--- src/rtl/evm_pkg.sv ---
// Shared types and helpers for the evm_tally voting machine.
package evm_pkg;

  localparam int MAX_CAND  = 16;
  localparam int MAX_CNT_W = 16;

  typedef enum logic [2:0] {
    ST_OFF   = 3'd0,
    ST_IDLE  = 3'd1,
    ST_ARMED = 3'd2,
    ST_SCAN  = 3'd3,
    ST_DONE  = 3'd4
  } evm_state_e;

  typedef enum logic [1:0] {
    VOTE_NONE  = 2'd0,
    VOTE_ONE   = 2'd1,
    VOTE_MULTI = 2'd2
  } vote_kind_e;

  // Classifies a ballot vector as empty, one-hot or multi-hot.
  function automatic vote_kind_e vote_kind(input logic [MAX_CAND-1:0] v);
    vote_kind_e k;
    if (v == {MAX_CAND{1'b0}}) begin
      k = VOTE_NONE;
    end else if ((v & (v - 16'd1)) == 16'd0) begin
      k = VOTE_ONE;
    end else begin
      k = VOTE_MULTI;
    end
    return k;
  endfunction

  // Increment that sticks at max_v instead of wrapping.
  function automatic logic [MAX_CNT_W-1:0] sat_inc(input logic [MAX_CNT_W-1:0] val,
                                                   input logic [MAX_CNT_W-1:0] max_v);
    logic [MAX_CNT_W-1:0] r;
    if (val >= max_v) begin
      r = val;
    end else begin
      r = val + 16'd1;
    end
    return r;
  endfunction

endpackage

--- src/rtl/evm_winner_scan.sv ---
// Sequential winner scan: one tally per cycle, lowest index wins ties.
// Optional tie tracking under EVM_TIE_DETECT_EN.
module evm_winner_scan
  import evm_pkg::*;
#(
  parameter int N_CAND = 4,
  parameter int CNT_W  = 8,
  parameter int SEL_W  = $clog2(N_CAND)
) (
  input  logic                      clk,
  input  logic                      rst,
  input  logic                      clear_i,
  input  logic                      run_i,
  input  logic [N_CAND*CNT_W-1:0]   tallies_i,
  output logic [SEL_W-1:0]          leader_idx_o,
`ifdef EVM_TIE_DETECT_EN
  output logic                      tie_o,
`endif
  output logic                      done_o
);

  logic [SEL_W-1:0] idx_q, idx_d;
  logic [SEL_W-1:0] lead_idx_q, lead_idx_d;
  logic [CNT_W-1:0] lead_val_q, lead_val_d;
  logic             done_q, done_d;
  logic [CNT_W-1:0] cur_s;
`ifdef EVM_TIE_DETECT_EN
  logic             tie_q, tie_d;
`endif

  // Read port into the flattened tally bus.
  always_comb begin
    cur_s = {CNT_W{1'b0}};
    for (int i = 0; i < N_CAND; i++) begin
      if (idx_q == SEL_W'(i)) begin
        cur_s = tallies_i[i*CNT_W +: CNT_W];
      end else begin
        cur_s = cur_s;
      end
    end
  end

  // Leader comparison; a zero tally never counts towards a tie.
  always_comb begin
    idx_d      = idx_q;
    lead_idx_d = lead_idx_q;
    lead_val_d = lead_val_q;
    done_d     = done_q;
`ifdef EVM_TIE_DETECT_EN
    tie_d      = tie_q;
`endif
    if (clear_i) begin
      idx_d      = {SEL_W{1'b0}};
      lead_idx_d = {SEL_W{1'b0}};
      lead_val_d = {CNT_W{1'b0}};
      done_d     = 1'b0;
`ifdef EVM_TIE_DETECT_EN
      tie_d      = 1'b0;
`endif
    end else if (run_i && !done_q) begin
      if (cur_s > lead_val_q) begin
        lead_val_d = cur_s;
        lead_idx_d = idx_q;
`ifdef EVM_TIE_DETECT_EN
        tie_d      = 1'b0;
`endif
      end else begin
`ifdef EVM_TIE_DETECT_EN
        if ((cur_s == lead_val_q) && (cur_s != {CNT_W{1'b0}})) begin
          tie_d = 1'b1;
        end else begin
          tie_d = tie_q;
        end
`endif
        lead_val_d = lead_val_q;
      end
      if (idx_q == SEL_W'(N_CAND - 1)) begin
        done_d = 1'b1;
      end else begin
        idx_d = idx_q + SEL_W'(1);
      end
    end else begin
      done_d = done_q;
    end
  end

  // Scan state registers.
  always_ff @(posedge clk) begin
    if (rst) begin
      idx_q      <= {SEL_W{1'b0}};
      lead_idx_q <= {SEL_W{1'b0}};
      lead_val_q <= {CNT_W{1'b0}};
      done_q     <= 1'b0;
`ifdef EVM_TIE_DETECT_EN
      tie_q      <= 1'b0;
`endif
    end else begin
      idx_q      <= idx_d;
      lead_idx_q <= lead_idx_d;
      lead_val_q <= lead_val_d;
      done_q     <= done_d;
`ifdef EVM_TIE_DETECT_EN
      tie_q      <= tie_d;
`endif
    end
  end

  assign leader_idx_o = lead_idx_q;
  assign done_o       = done_q;
`ifdef EVM_TIE_DETECT_EN
  assign tie_o        = tie_q;
`endif

endmodule

--- src/rtl/evm_tally.sv ---
// Parametrised voting machine: armed ballots, saturating tallies, timed expiry,
// sequential winner scan. Define EVM_TIE_DETECT_EN to add the `tie` output.
module evm_tally
  import evm_pkg::*;
#(
  parameter int N_CAND  = 4,
  parameter int CNT_W   = 8,
  parameter int TIMEOUT = 255,
  parameter int SEL_W   = $clog2(N_CAND)
) (
  input  logic              clk,
  input  logic              rst,
  input  logic              switch_on_evm,
  input  logic              switch_off_evm,
  input  logic              candidate_ready,
  input  logic [N_CAND-1:0] vote,
  input  logic              voting_session_done,
  input  logic              display_winner,
  input  logic [SEL_W-1:0]  display_sel,
  output logic [CNT_W-1:0]  results,
  output logic              invalid_sel,
  output logic [SEL_W-1:0]  winner_idx,
  output logic              winner_valid,
  output logic              vote_ack,
  output logic              invalid_vote,
  output logic              ballot_expired,
  output logic              voting_in_progress,
`ifdef EVM_TIE_DETECT_EN
  output logic              tie,
`endif
  output logic              voting_done
);

  localparam int TMR_W = (TIMEOUT > 1) ? $clog2(TIMEOUT) : 1;
  localparam logic [TMR_W-1:0] TMR_LAST = TMR_W'((TIMEOUT > 0) ? (TIMEOUT - 1) : 0);
  localparam logic [MAX_CNT_W-1:0] CNT_MAX = MAX_CNT_W'((1 << CNT_W) - 1);

  evm_state_e state_q, state_d;
  logic [TMR_W-1:0] timer_q, timer_d;
  logic [CNT_W-1:0] tally_q [N_CAND];
  logic [CNT_W-1:0] tally_d [N_CAND];
  logic [N_CAND*CNT_W-1:0] tallies_flat_s;

  logic ack_s, inv_s, exp_s, accept_s, clr_tally_s;
  vote_kind_e kind_s;

  logic vote_ack_q, invalid_vote_q, ballot_expired_q;
  logic in_prog_q, vdone_q, wvalid_q;
  logic [SEL_W-1:0] widx_q;
  logic [SEL_W-1:0] scan_idx_s;
  logic scan_done_s;
`ifdef EVM_TIE_DETECT_EN
  logic scan_tie_s;
  logic tie_q;
`endif

  assign kind_s = vote_kind(MAX_CAND'(vote));

  // Next-state logic; switch-off overrides every state.
  always_comb begin
    state_d     = state_q;
    timer_d     = timer_q;
    ack_s       = 1'b0;
    inv_s       = 1'b0;
    exp_s       = 1'b0;
    accept_s    = 1'b0;
    clr_tally_s = 1'b0;
    if (switch_off_evm) begin
      state_d     = ST_OFF;
      clr_tally_s = 1'b1;
    end else begin
      case (state_q)
        ST_OFF: begin
          if (switch_on_evm) state_d = ST_IDLE;
          else               state_d = ST_OFF;
        end
        ST_IDLE: begin
          if (voting_session_done)  state_d = ST_SCAN;
          else if (candidate_ready) state_d = ST_ARMED;
          else                      state_d = ST_IDLE;
        end
        ST_ARMED: begin
          // A valid vote is counted even when the session closes the same cycle.
          if (kind_s == VOTE_ONE) begin
            accept_s = 1'b1;
            ack_s    = 1'b1;
            state_d  = voting_session_done ? ST_SCAN : ST_IDLE;
          end else if (kind_s == VOTE_MULTI) begin
            inv_s   = 1'b1;
            state_d = voting_session_done ? ST_SCAN : ST_ARMED;
          end else if (voting_session_done) begin
            state_d = ST_SCAN;
          end else if ((TIMEOUT != 0) && (timer_q == TMR_LAST)) begin
            exp_s   = 1'b1;
            state_d = ST_IDLE;
          end else if (TIMEOUT != 0) begin
            timer_d = timer_q + TMR_W'(1);
          end else begin
            state_d = ST_ARMED;
          end
        end
        ST_SCAN: begin
          if (scan_done_s) state_d = ST_DONE;
          else             state_d = ST_SCAN;
        end
        ST_DONE: state_d = ST_DONE;
        default: state_d = ST_OFF;
      endcase
    end
    if (state_d != ST_ARMED) begin
      timer_d = {TMR_W{1'b0}};
    end else begin
      timer_d = timer_d;
    end
  end

  // Tally update: clear on switch-off, saturating increment on an accepted vote.
  always_comb begin
    for (int i = 0; i < N_CAND; i++) begin
      tally_d[i] = tally_q[i];
    end
    if (clr_tally_s) begin
      for (int i = 0; i < N_CAND; i++) begin
        tally_d[i] = {CNT_W{1'b0}};
      end
    end else if (accept_s) begin
      for (int i = 0; i < N_CAND; i++) begin
        if (vote[i]) tally_d[i] = CNT_W'(sat_inc(MAX_CNT_W'(tally_q[i]), CNT_MAX));
        else         tally_d[i] = tally_q[i];
      end
    end else begin
      for (int i = 0; i < N_CAND; i++) begin
        tally_d[i] = tally_q[i];
      end
    end
  end

  // Flatten the tally array for the scanner.
  always_comb begin
    tallies_flat_s = {(N_CAND*CNT_W){1'b0}};
    for (int i = 0; i < N_CAND; i++) begin
      tallies_flat_s[i*CNT_W +: CNT_W] = tally_q[i];
    end
  end

  evm_winner_scan #(
    .N_CAND (N_CAND),
    .CNT_W  (CNT_W),
    .SEL_W  (SEL_W)
  ) u_scan (
    .clk          (clk),
    .rst          (rst),
    .clear_i      (!((state_q == ST_SCAN) || (state_q == ST_DONE))),
    .run_i        (state_q == ST_SCAN),
    .tallies_i    (tallies_flat_s),
    .leader_idx_o (scan_idx_s),
`ifdef EVM_TIE_DETECT_EN
    .tie_o        (scan_tie_s),
`endif
    .done_o       (scan_done_s)
  );

  // State, tallies and registered outputs.
  always_ff @(posedge clk) begin
    if (rst) begin
      state_q          <= ST_OFF;
      timer_q          <= {TMR_W{1'b0}};
      for (int i = 0; i < N_CAND; i++) tally_q[i] <= {CNT_W{1'b0}};
      vote_ack_q       <= 1'b0;
      invalid_vote_q   <= 1'b0;
      ballot_expired_q <= 1'b0;
      in_prog_q        <= 1'b0;
      vdone_q          <= 1'b0;
      wvalid_q         <= 1'b0;
      widx_q           <= {SEL_W{1'b0}};
`ifdef EVM_TIE_DETECT_EN
      tie_q            <= 1'b0;
`endif
    end else begin
      state_q          <= state_d;
      timer_q          <= timer_d;
      for (int i = 0; i < N_CAND; i++) tally_q[i] <= tally_d[i];
      vote_ack_q       <= ack_s;
      invalid_vote_q   <= inv_s;
      ballot_expired_q <= exp_s;
      in_prog_q        <= (state_d == ST_IDLE) || (state_d == ST_ARMED);
      vdone_q          <= (state_d == ST_SCAN) || (state_d == ST_DONE);
      wvalid_q         <= (state_d == ST_DONE);
      widx_q           <= ((state_d == ST_DONE) && display_winner) ? scan_idx_s : {SEL_W{1'b0}};
`ifdef EVM_TIE_DETECT_EN
      tie_q            <= (state_d == ST_DONE) && display_winner && scan_tie_s;
`endif
    end
  end

  // Display mux: tallies are only visible once the session has closed.
  always_comb begin
    invalid_sel = (int'(display_sel) >= N_CAND);
    results     = {CNT_W{1'b0}};
    if (((state_q == ST_SCAN) || (state_q == ST_DONE)) && !invalid_sel) begin
      for (int i = 0; i < N_CAND; i++) begin
        if (int'(display_sel) == i) results = tally_q[i];
        else                        results = results;
      end
    end else begin
      results = {CNT_W{1'b0}};
    end
  end

  assign vote_ack           = vote_ack_q;
  assign invalid_vote       = invalid_vote_q;
  assign ballot_expired     = ballot_expired_q;
  assign voting_in_progress = in_prog_q;
  assign voting_done        = vdone_q;
  assign winner_valid       = wvalid_q;
  assign winner_idx         = widx_q;
`ifdef EVM_TIE_DETECT_EN
  assign tie                = tie_q;
`endif

endmodule

--- config.mk ---
export PLATFORM = sky130hd
export DESIGN_NAME = evm_tally
export DESIGN_NICKNAME = d
export VERILOG_FILES = /design/src/rtl/evm_pkg.sv /design/src/rtl/evm_winner_scan.sv /design/src/rtl/evm_tally.sv
export SDC_FILE = /design/constraint.sdc
export NUM_CORES = 1
export LEC_CHECK = 0
export CAP_MARGIN = 20
export CORE_ASPECT_RATIO = 1.1
export CORE_MARGIN = 10
export CORE_UTILIZATION = 23
export CTS_CLUSTER_DIAMETER = 200
export DETAILED_ROUTE_END_ITERATION = 8
export PLACE_DENSITY_LB_ADDON = 0.3
export SYNTH_ARGS = -nofsm -noshare
export SYNTH_HDL_FRONTEND = slang
export SYNTH_SLANG_ARGS = --single-unit
export TNS_END_PERCENT = 50
--- constraint.sdc ---
create_clock -name clk -period 6.3 [get_ports clk]
set_input_delay 1.26 -clock clk [delete_from_list [all_inputs] [get_ports clk]]
set_output_delay 1.26 -clock clk [all_outputs]
set_load 0.01 [all_outputs]
==> summary by stage, run 1 <==
STA
The worst path in the final design needs a cycle of 4.67 ns, including I/O delays and setup. Setup repair after global routing left no endpoint under its margin. The transition at the pin with the smallest max-transition slack is 0.975 ns. The worst slew slack as a fraction of its limit is 35.0%. For this run, the top clock speed supported by timing is 214 MHz. The number of max-slew violations in the final report came to 0. After layout, the worst path uses 74.1% of the clock period.

The number of endpoints with negative hold slack in the final report is 0. The final sum of negative setup slack is 0 ns. Clock skew on the completed layout was measured at 0.00679 ns. The setup-violating endpoint count in the final report is 0.

Die
Measured along the x axis, the die boundary spans 140 um. Once the floorplan was initialized, standard cells occupied 23.3% of the core. After floorplanning, the core was sized to cover 15,600 sq um. 30 I/O pins were placed. Row generation in the floorplan step produced 48 rows. The die covers 21,200 sq um. The die is 152 um tall.

Yosys
Of the post-synthesis cell area, the dominant cell type holds 35.4%. The post-synth net total is 444. The fraction of the yosys area taken by sequential cells is 35.4%. The number of synthesized register bits is 64. After synthesis, the most frequently instantiated cells are 64 x sky130_fd_sc_hd__dfxtp_1, 62 x sky130_fd_sc_hd__nor2_1, 26 x sky130_fd_sc_hd__nand2_1, 26 x sky130_fd_sc_hd__xor2_1. By area the synthesized netlist is led by sky130_fd_sc_hd__dfxtp_1 35%, sky130_fd_sc_hd__nor2_1 6.4%, sky130_fd_sc_hd__xor2_1 6.3%. The cell count after synthesis is 413. The number of distinct library cells after synthesis is 53. Yosys mapped a number of flops with a built-in enable equal to 0. The most numerous cell in the Yosys netlist is sky130_fd_sc_hd__dfxtp_1. The post-synthesis instance area is 3620 sq um. The proportion of synthesized flip-flops having asynchronous set or reset is 0%.

The Yosys step of the flow raised 0 warnings. For this run, the leading register cell type out of synthesis is sky130_fd_sc_hd__dfxtp_1. The average instance area after synthesis is 8.77 sq um. The largest total area in the synthesized netlist belongs to sky130_fd_sc_hd__dfxtp_1.

Clock tree
The insertion delay of the later-clocked pin in the worst-skew pair is 0.33 ns. The number of buffers inserted by post-CTS setup repair is 0. The clock passes through at most 2 buffers. Clock-pin slew was measured on the worst setup and hold paths at 0.05 ns. The clock net in this run drives a total of 64 sinks. The cell sitting at the root of the clock tree is a sky130_fd_sc_hd__clkbuf_16.

TritonCTS built the clock tree. The H-tree generated during clock tree synthesis spans 3 levels. Buffers inserted during clock tree synthesis total 9. The count of cells resized by post-cts repair is 0. The number of buffers inserted by hold repair at cts is 0.

GRT
The global route total overflow is 0. The first global-routing pass estimated 15.7 mm of wire. The via count of the first global-routing pass was 2,876. Entering global routing, the biggest net connects 36 pins. The initial antenna violation count is 0. In the global route stage, overall resource usage came out at 9.27%.

Layout
The number of nets in the layout is 461. Cells with a size suffix above 1 make up 8.06% of the layout. The post-route cell area is 4330 sq um. 0 antenna diodes ended up in the layout. The area added between synthesis and finish is 19.4%.

Routing
Detailed routing inserted a total of 3,001 vias. Routed signal wires occupy layers up through met4. After detailed routing, the number of remaining DRC violations is 0. The routed wire length is 9.51 mm. The first detailed-routing pass ran for 4 iterations. Using the TritonRoute via totals, the vias-per-cell ratio works out to 4.73.

After detailed routing, the met2 layer carries 4.32 mm of wire. The met1 wire length is 4.53 mm. Wire segments on met3 add up to 474 um in the final route. The first-iteration detailed-routing DRC count is 199.

Dividing the detail-routed wire length by the instance count gives 15.0 um. The post-route antenna net violation count is 0.

Critical path
The delay of the slowest cell on the worst path is 0.85 ns. The worst setup path is of the input port to output pin kind. Among cell families on the critical path, the largest total delay comes from buffers and inverters. The type of element capturing the critical path is an output pin. The slowest stage of the critical path belongs to the cell sky130_fd_sc_hd__clkdlybuf4s50_1. The data arrival at the endpoint of the critical path is 3.41 ns. The critical path runs through a total of 4 cells. STA puts the critical path data required time at 5.04 ns. The startpoint type of the worst setup path is an input port. Along the worst path, the maximum fanout reaches 8. The critical path goes through clkdlybuf4s50_1 > mux4_2 > nor2b_1 > clkdlybuf4s50_1. The cell count of the worst reg-to-reg path is 12. The worst register-to-register path begins at u_scan.idx_q[0]. The critical path contains buffers and inverters numbering 2 combined. In this run the worst setup path begins at display_sel[0]. The cell that appears most often on the critical path is sky130_fd_sc_hd__clkdlybuf4s50_1.

Min path
The beginning of the worst hold path is u_scan.leader_idx_o[1]. The worst min-delay path class is flop to flop. Along the worst hold path, the cell count comes to 2.

Power and ir drop
Across the VDD grid, the largest voltage drop is 0.000103 V. The total power density per cell area is 208 nW/um^2. The analysis attributes to cell leakage a power of 0.00148 uW.

Status
The flow ran to the end, and the final reports show no timing, DRC or antenna violations.

Placement
The post-detailed-placement half-perimeter wirelength is 7.07 mm. The number of buffers added on ports is 28. At the end of routability-driven placement, the weighted congestion stood at 0.798. In this run the cell area measured after placement is 4050 sq um.

Job
The number of max-cap violations is 0.
==> registers in the layout (all words and copies together) (netlist names), 2 cells and up <==
signal and flops:
state_q 3, tally_q 32, timer_q 8, u_scan.idx_q 2, u_scan.lead_val_q 8, u_scan.leader_idx_o 2, winner_idx 2
==> metal layers <==
| layer | vias to the layer above | GRT usage, % |
|---|---|---|
| met5 | - | 0 |
| met4 | 0 | 2.89 |
| met2 | 69 | 14.6 |
| met1 | 1423 | 11.5 |
| li1 | 1495 | - |
| met3 | 14 | 3.43 |
==> layout by cell type (no fill, tap or decap), types with 2 or more instances in the layout <==
cell type                         count
sky130_fd_sc_hd__clkinv_2             2
sky130_fd_sc_hd__mux2i_1              5
sky130_fd_sc_hd__clkbuf_8             2
sky130_fd_sc_hd__a21oi_1             15
sky130_fd_sc_hd__and3_1               9
sky130_fd_sc_hd__or3_1                5
sky130_fd_sc_hd__o211ai_1             2
sky130_fd_sc_hd__a21o_1               3
sky130_fd_sc_hd__and4_1               5
sky130_fd_sc_hd__xor2_1              26
sky130_fd_sc_hd__o31ai_1              7
sky130_fd_sc_hd__nor2b_1             18
sky130_fd_sc_hd__nand3b_1             3
sky130_fd_sc_hd__nand3_1             15
sky130_fd_sc_hd__xnor2_1              8
sky130_fd_sc_hd__ha_1                18
sky130_fd_sc_hd__nor3_1              17
sky130_fd_sc_hd__nand2_1             26
sky130_fd_sc_hd__a221oi_1             8
sky130_fd_sc_hd__a2111oi_4            2
sky130_fd_sc_hd__nand4_1             15
sky130_fd_sc_hd__inv_1               13
sky130_fd_sc_hd__nor2_1              62
sky130_fd_sc_hd__dfxtp_1             64
sky130_fd_sc_hd__mux4_2               8
sky130_fd_sc_hd__clkdlybuf4s50_1     28
sky130_fd_sc_hd__clkbuf_16            9
sky130_fd_sc_hd__a22oi_1              2
sky130_fd_sc_hd__o21ai_0              7
sky130_fd_sc_hd__or2_2                3
sky130_fd_sc_hd__o21a_1               3
sky130_fd_sc_hd__a211oi_1             2
==> power by group <==
group	internal (uW)	switching [uW]	total (uW)
Combinational	14.3	18.8	33.1
Clock	284	176	459
Sequential	406	1.29	407
Total	704	196	900
==> tightest hold or removal path: stages (launching register included) <==
cell                      delay (ns)
sky130_fd_sc_hd__dfxtp_1        0.31
sky130_fd_sc_hd__nand3_1        0.06
sky130_fd_sc_hd__a21oi_1        0.05
==> per-stage QoR <==
step           cells  worst slack, ns  hold slack (ns)  util, %  power, uW
5_1_grt          634             1.54            0.497     27.8        939
4_1_cts          634             1.59            0.472     27.8        915
2_1_floorplan    413             2.65            0.443        -        435
6_report         634             1.63            0.467     27.8        900
3_5_place_dp     619             1.59            0.464     26.0        449
3_3_place_gp     619             1.60            0.461     26.0        449
==> cell families after synthesis <==
logic type	count (synthesis)	synth area share, %
AND/OR/NAND/NOR	188	26.8
flip-flops	64	35.4
AO/OA/AOI/OAI	58	12.3
buffers and inverters	36	4.28
XOR/XNOR	34	8.22
adder cells (fa/ha/maj)	18	6.22
multiplexers	14	6.66
other	1	0.103
==> final timing paths <==
path	end	slack, ns
min reg2reg	u_scan.leader_idx_o[1]	0.47
min	u_scan.leader_idx_o[1]	0.47
max reg2reg	u_scan.lead_val_q[0]	2.73
max	results[5]	1.63
==> layout make-up <==
class,instances,area [sq um]
well taps,200,250
inverters,14,52.6
clock buffers,12,256
fillers,1645,11200
flip-flops and latches,64,1280
multi-input cells,313,2190
clock inverters,3,17.5
repair buffers,28,280
Power figures use the tool's default switching activity.
==> inputs of run 2 (changes only) <==
==> constraint.sdc (replaced) <==
create_clock -name clk -period 4.45 [get_ports clk]
set_input_delay 0.89 -clock clk [delete_from_list [all_inputs] [get_ports clk]]
set_output_delay 0.89 -clock clk [all_outputs]
set_load 0.01 [all_outputs]
==> summary by stage, run 2 (synthesized netlist as in run 1, its figures left out) <==
Clock tree
The clock slew at the register clock pins of the worst setup and hold paths is 0.05 ns (about the same). Clock tree synthesis selected as its root buffer the cell sky130_fd_sc_hd__clkbuf_16. The number of buffers inserted by post-CTS setup repair is 0 (unchanged).

The TritonCTS clock tree is done. The number of levels in the clock H-tree came to 3 (unchanged). The number of sinks handled by clock tree synthesis is 64 (unchanged). The number of buffers between clock root and the deepest sink is 2 (unchanged). The count of cells resized by post-cts repair is 0 (unchanged). The number of clock buffers inserted by TritonCTS is 9 (unchanged). The insertion delay of the later-clocked pin in the worst-skew pair was 0.33 ns (about the same). The number of buffers inserted by hold repair at cts was 0 (unchanged).

Routing
The number of optimization iterations in the first detailed-route pass is 5 (+1). The first-iteration detailed-routing DRC count is 179 (-10%). The routed wire length is 9.34 mm (-1.8%).

The remaining design rule violation count is 0 (unchanged). The average wire length per cell after detail routing is 14.7 um (-2.1%). The number of vias in the routed layout is 3,007 (+0.20%). The ratio of routed vias to standard cells is 4.73 (-0.12%). The post-route antenna net violation count is 0 (unchanged).

Min path
The path with the worst hold slack has its endpoint at u_scan.leader_idx_o[0]. The min-delay analysis places its worst path in the category flop to flop. The beginning of the worst hold path is u_scan.leader_idx_o[0].

The number of cells traversed by the worst hold path was 2 (unchanged).

Power and ir drop
The post-layout total power was 1280 uW (+42%). The leakage power figure is 0.00149 uW (+0.61%). The total power density per cell area is 294 nW/um^2 (+41%). The worst ir drop on vdd is 0.000158 V (+54%).

STA
The final sum of negative setup slack is 0 ns (unchanged). The number of endpoints with negative hold slack in the final report is 0 (unchanged). Setup repair after global routing left no endpoint under its margin. For this run, the top clock speed supported by timing is 276 MHz. The number of max-slew violations in the final report is 0 (unchanged). The worst setup skew after layout is 0.00877 ns (+0.00198 ns).

The setup-violating endpoint count in the final report was 0 (unchanged). After layout, the worst path uses 81.3% of the clock period. The worst slew slack as a fraction of its limit is 48.5% (+14 points). The transition at the pin with the smallest max-transition slack is 0.767 ns (-0.208 ns). The shortest period the worst path allows is 3.62 ns.

Critical path
The largest fanout on the critical path is 8 (unchanged). STA classifies the critical path startpoint as an input port. Among the stages of the critical path, the cell type that occurs most often is sky130_fd_sc_hd__clkdlybuf4s50_1. The cell count of the worst reg-to-reg path is 11 (-1).

The critical path goes through clkdlybuf4s50_1 > buf_4 > mux4_2 > nor2b_1 > clkdlybuf4s50_1. The buffers plus inverters on the worst setup path came to 3 (+1). The worst setup path is of the input port to output pin kind. The worst flop-to-flop path endpoint is u_scan.lead_val_q[0]. The delay of the slowest cell on the worst path is 0.52 ns (-0.33 ns).

The slowest stage of the critical path is the sky130_fd_sc_hd__mux4_2 cell. The source of the worst register-to-register timing path is u_scan.idx_q[0]. The data arrival at the endpoint of the critical path is 2.73 ns (-0.68 ns).

The critical path required time is 3.56 ns (-1.48 ns). The kind of cell adding the most delay to the critical path is buffers and inverters. The worst setup path is captured at an output pin. The slack of the worst reg-to-reg path is 1.03 ns (-1.70 ns).

Placement
The post-detailed-placement half-perimeter wirelength is 7.04 mm (-0.38%). The routability congestion estimate from global placement is 0.802 (+0.56%). The number of buffers added on ports is 28 (unchanged).

The number of cells after detailed placement came to 621 (+0.32%).

Layout
In the layout the commonest cells are 64 x sky130_fd_sc_hd__dfxtp_1, 62 x sky130_fd_sc_hd__nor2_1, 28 x sky130_fd_sc_hd__clkdlybuf4s50_1. The number of flip-flops in the largest register is 32 (unchanged). The library cell used most frequently in the layout, excluding fill and tap cells, is sky130_fd_sc_hd__dfxtp_1.

The non-filler instance count after layout is 636 (+0.32%). The number of filler cells placed in the layout is 1,645 (unchanged). tally_q holds more flip-flops than any other register. The number of nets in the layout was 463 (+0.43%).

The layout cell share with drive strength beyond 1 was 8.49% (+0.42 points). The number of antenna diodes is 0 (unchanged). The largest registers in the layout are tally_q (32), timer_q (8), u_scan.lead_val_q (8). From synthesis to final layout, the design area changed by 19.8%.

GRT
The overall fraction of global-route tracks in use came to 9.08% (-0.19 points). The initial antenna violation count is 0 (unchanged). The global-route met1 utilization was 11.7% (+0.15 points). The via count of the first global-routing pass is 2,819 (-2.0%). The largest net degree at the start of global routing is 36 (unchanged).

The layer flagged by global routing as most heavily used is met2. The met3 demand-to-capacity share in global routing came to 2.84% (-0.59 points). The wire length of the first global-routing pass is 15.4 mm (-2.0%). The met2 layer usage reported by global route is 14.1% (-0.54 points). The global route total overflow is 0 (unchanged).

Status
The flow ran to the end, and the final reports show no timing, DRC or antenna violations.

Die
The area of the die is 21,200 sq um (unchanged). The placeable core area is 15,600 sq um (unchanged). The number of ports placed on the die boundary is 30 (unchanged). The initial core utilization is 23.3% (unchanged). The x dimension of the die is 140 um (unchanged). The cell row count was 48 (unchanged).

The vertical die dimension is 152 um (unchanged).

Job
The number of max-cap violations is 0 (unchanged).
run 2: how the worst max path moves through the flow:
stage                         from    endpoint  cells after the start
global route        display_sel[0]  results[5]                      5
CTS                 display_sel[0]  results[5]                      5
floorplan           display_sel[0]  results[2]                      3
finish              display_sel[0]  results[5]                      5
detailed placement  display_sel[1]  results[5]                      4
global placement    display_sel[1]  results[5]                      4
run 2: metal layers:
layer  routed length (um)  vias to the layer above
li1                     -                     1507
met1                 4380                     1427
met2                 4330                       61
met3                  470                       12
met4                  159                        0
met5                    0                        -
run 2: through the flow:
stage	worst slack (ns)	cell area, sq um	hold slack (ns)	util [%]
after floorplan	1.54	3620	0.443	-
after global placement	0.795	4070	0.461	26.1
after detailed placement	0.796	4070	0.468	26.1
after CTS	0.790	4340	0.476	27.9
after global routing	0.751	4340	0.495	27.9
final	0.831	4340	0.469	27.9
run 2: power by group:
group | internal [uW] | switching, uW
clock | 402 | 249
combinational | 20.9 | 26.3
sequential | 575 | 1.84
run 2: layout make-up:
type / count / area (sq um) / share of cell area [%]
Sequential cell: 64 / 1280 / 29.5
Clock buffer: 12 / 256 / 5.91
Multi-Input combinational cell: 313 / 2190 / 50.4
Timing Repair Buffer: 30 / 295 / 6.80
Clock inverter: 3 / 17.5 / 0.404
Inverter: 14 / 52.6 / 1.21
Tap cell: 200 / 250 / 5.77
run 2: tightest hold or removal path, cell delays in order (launching register included):
cell and delay [ns]:
sky130_fd_sc_hd__dfxtp_1 0.30, sky130_fd_sc_hd__nand3_1 0.06, sky130_fd_sc_hd__a21oi_1 0.06
==> inputs of run 3 (changes only) <==
==> constraint.sdc (replaced) <==
create_clock -name clk -period 3.5 [get_ports clk]
set_input_delay 0.7 -clock clk [delete_from_list [all_inputs] [get_ports clk]]
set_output_delay 0.7 -clock clk [all_outputs]
set_load 0.01 [all_outputs]
==> summary by stage, run 3 (synthesized netlist as in run 1, its figures left out) <==
Layout
The number of filler cells placed in the layout is 1,646 (+0.061%). The layout cell share with drive strength beyond 1 was 9.93% (+1.4 points). The area added between synthesis and finish is 21.7%. In the layout the commonest cells are 64 x sky130_fd_sc_hd__dfxtp_1, 62 x sky130_fd_sc_hd__nor2_1, 28 x sky130_fd_sc_hd__clkdlybuf4s50_1. The number of flip-flops in the largest register is 32 (unchanged). The most common cell after layout, fill and taps aside is sky130_fd_sc_hd__dfxtp_1. The non-filler instance count after layout was 643 (+1.1%). The largest registers in the layout are tally_q (32), timer_q (8), u_scan.lead_val_q (8). The post-route cell area is 4410 sq um (+1.6%). The number of antenna diodes is 0 (unchanged). The register with the most flip-flops in the final layout is tally_q. The number of nets in the layout is 470 (+1.5%).

Power and ir drop
The total power density per cell area is 365 nW/um^2 (+24%). The leakage power figure is 0.00152 uW (+2.5%). The worst ir drop on vdd came to 0.000173 V (+9.6%). The post-layout total power is 1610 uW (+26%).

Critical path
The data arrival at the endpoint of the critical path was 2.50 ns (-0.23 ns). The critical setup path kind is input port to output pin. STA classifies the critical path startpoint as an input port. The largest fanout on the critical path is 8 (unchanged).

In this run the critical register-to-register path is launched from u_scan.idx_q[0]. The worst setup path is captured at an output pin. The cell count of the worst reg-to-reg path is 12 (+1). The worst flop-to-flop path endpoint is u_scan.leader_idx_o[0]. The critical path launch point is display_sel[0]. Following the worst setup path forward leads to its endpoint at results[5]. The critical path required time was 2.80 ns (-0.76 ns). The slack of the worst reg-to-reg path was 0.40 ns (-0.63 ns).

Placement
The number of buffers added on ports is 28 (unchanged). The post-detailed-placement half-perimeter wirelength is 7.17 mm (+1.9%). The number of cells after detailed placement was 628 (+1.1%). The worst setup slack before clock tree synthesis came to 0.271 ns (-0.525 ns). The routability congestion estimate from global placement is 0.831 (+3.6%).

The placement-stage cell area is 4130 sq um (+1.6%).

STA
Setup repair after global routing left no endpoint under its margin. The transition at the pin with the smallest max-transition slack came to 0.658 ns (-0.110 ns). The post-route worst setup slack was 0.295 ns (-0.536 ns). The number of endpoints with negative hold slack in the final report is 0 (unchanged). The final sum of negative setup slack was 0 ns (unchanged).

The maximum clock frequency is 312 MHz. The part of the cycle the worst path needs is 91.6%. The setup-violating endpoint count in the final report is 0 (unchanged). The worst setup skew after layout is 0.00267 ns (-0.00611 ns).

The shortest period the worst path allows is 3.20 ns. The worst slew slack as a fraction of its limit is 56.2% (+7.7 points). The number of max-slew violations in the final report is 0 (unchanged).

Routing
The remaining design rule violation count was 0 (unchanged). The first-iteration detailed-routing DRC count is 207 (+16%). The ratio of routed vias to standard cells came to 4.77 (+0.79%).

The number of vias in the routed layout is 3,064 (+1.9%). The average wire length per cell after detail routing is 14.7 um (about the same). The number of optimization iterations in the first detailed-route pass came to 4 (-1). The post-route antenna net violation count is 0 (unchanged). The routed wire length is 9.45 mm (+1.1%).

Clock tree
The insertion delay of the later-clocked pin in the worst-skew pair is 0.33 ns (about the same). The number of buffers inserted by post-CTS setup repair is 0 (unchanged). The number of buffers inserted by hold repair at cts came to 0 (unchanged).

TritonCTS built the clock tree. The clock slew at the register clock pins of the worst setup and hold paths is 0.05 ns (about the same). The number of clock buffers inserted by TritonCTS is 9 (unchanged). The number of sinks handled by clock tree synthesis was 64 (unchanged). The tree is rooted in a sky130_fd_sc_hd__clkbuf_16. The number of levels in the clock H-tree came to 3 (unchanged). The number of buffers between clock root and the deepest sink is 2 (unchanged).

Die
The vertical die dimension is 152 um (unchanged). The cell row count is 48 (unchanged). The initial core utilization is 23.3% (unchanged). The x dimension of the die was 140 um (unchanged). The placeable core area came to 15,600 sq um (unchanged). The number of ports placed on the die boundary came to 30 (unchanged). The area of the die came to 21,200 sq um (unchanged).

GRT
The wire length of the first global-routing pass is 15.7 mm (+2.0%). The largest net degree at the start of global routing is 35 (-2.8%). The global route total overflow is 0 (unchanged). The via count of the first global-routing pass came to 2,965 (+5.2%). The initial antenna violation count is 0 (unchanged). The overall fraction of global-route tracks in use is 9.34% (+0.26 points).

Min path
The min-delay analysis places its worst path in the category flop to flop.

Status
The flow ran to the end, and the final reports show no timing, DRC or antenna violations.

Job
The number of max-cap violations came to 0 (unchanged).
## run 3: worst min-delay path by stage
stage / startpoint / endpoint / slack (ns) / depth (start not counted)
finish: u_scan.leader_idx_o[0] / u_scan.leader_idx_o[0] / 0.46 / 2
global route: u_scan.leader_idx_o[0] / winner_idx[0] / 0.50 / 1
floorplan: u_scan.leader_idx_o[0] / u_scan.leader_idx_o[0] / 0.44 / 2
global placement: u_scan.leader_idx_o[1] / u_scan.leader_idx_o[1] / 0.46 / 2
CTS: u_scan.leader_idx_o[0] / u_scan.leader_idx_o[0] / 0.47 / 2
detailed placement: u_scan.leader_idx_o[0] / u_scan.leader_idx_o[0] / 0.46 / 2
## run 3: per-layer routing
layer,up-vias,track usage (%),part of all wire (%)
met1,1462,11.5,45
li1,1516,-,-
met5,-,0,0
met4,0,4.86,3.0
met2,69,14.3,46
met3,17,3.02,5.5
## run 3: area by class of cell
type                       instances  area (sq um)  share of cell area [%]
multi-input combinational        313          2190                    49.8
tap                              200           250                    5.67
timing repair buffer              37           360                    8.17
clock buffer                      15           268                    6.07
sequential                        64          1280                    29.0
inverter                          14          56.3                    1.28
## run 3: repair_timing
action                                  in CTS  in global routing
endpoints found under the setup margin       0                  2
hold endpoints to repair                     0                  0
gates resized for setup                      0                  3
## run 3: worst max-delay path, stage by stage
cell	delay, ns
sky130_fd_sc_hd__clkdlybuf4s50_1	0.51
sky130_fd_sc_hd__buf_12	0.15
sky130_fd_sc_hd__mux4_2	0.49
sky130_fd_sc_hd__nor2b_1	0.17
sky130_fd_sc_hd__clkdlybuf4s50_1	0.49
## run 3: stage by stage
stage,utilization (%),hold slack (ns)
2_1_floorplan,-,0.443
3_3_place_gp,26.6,0.463
3_5_place_dp,26.6,0.463
4_1_cts,28.3,0.470
5_1_grt,28.4,0.497
6_report,28.4,0.464
## run 3: power breakdown
part / switching (uW) / total [uW] / leakage (uW) / internal [uW]
registers: 2.36 / 734 / 0.000516 / 732
clock network: 297 / 811 / 0.000130 / 514
logic: 35.4 / 66.3 / 0.000879 / 30.9
total: 335 / 1610 / 0.00152 / 1280
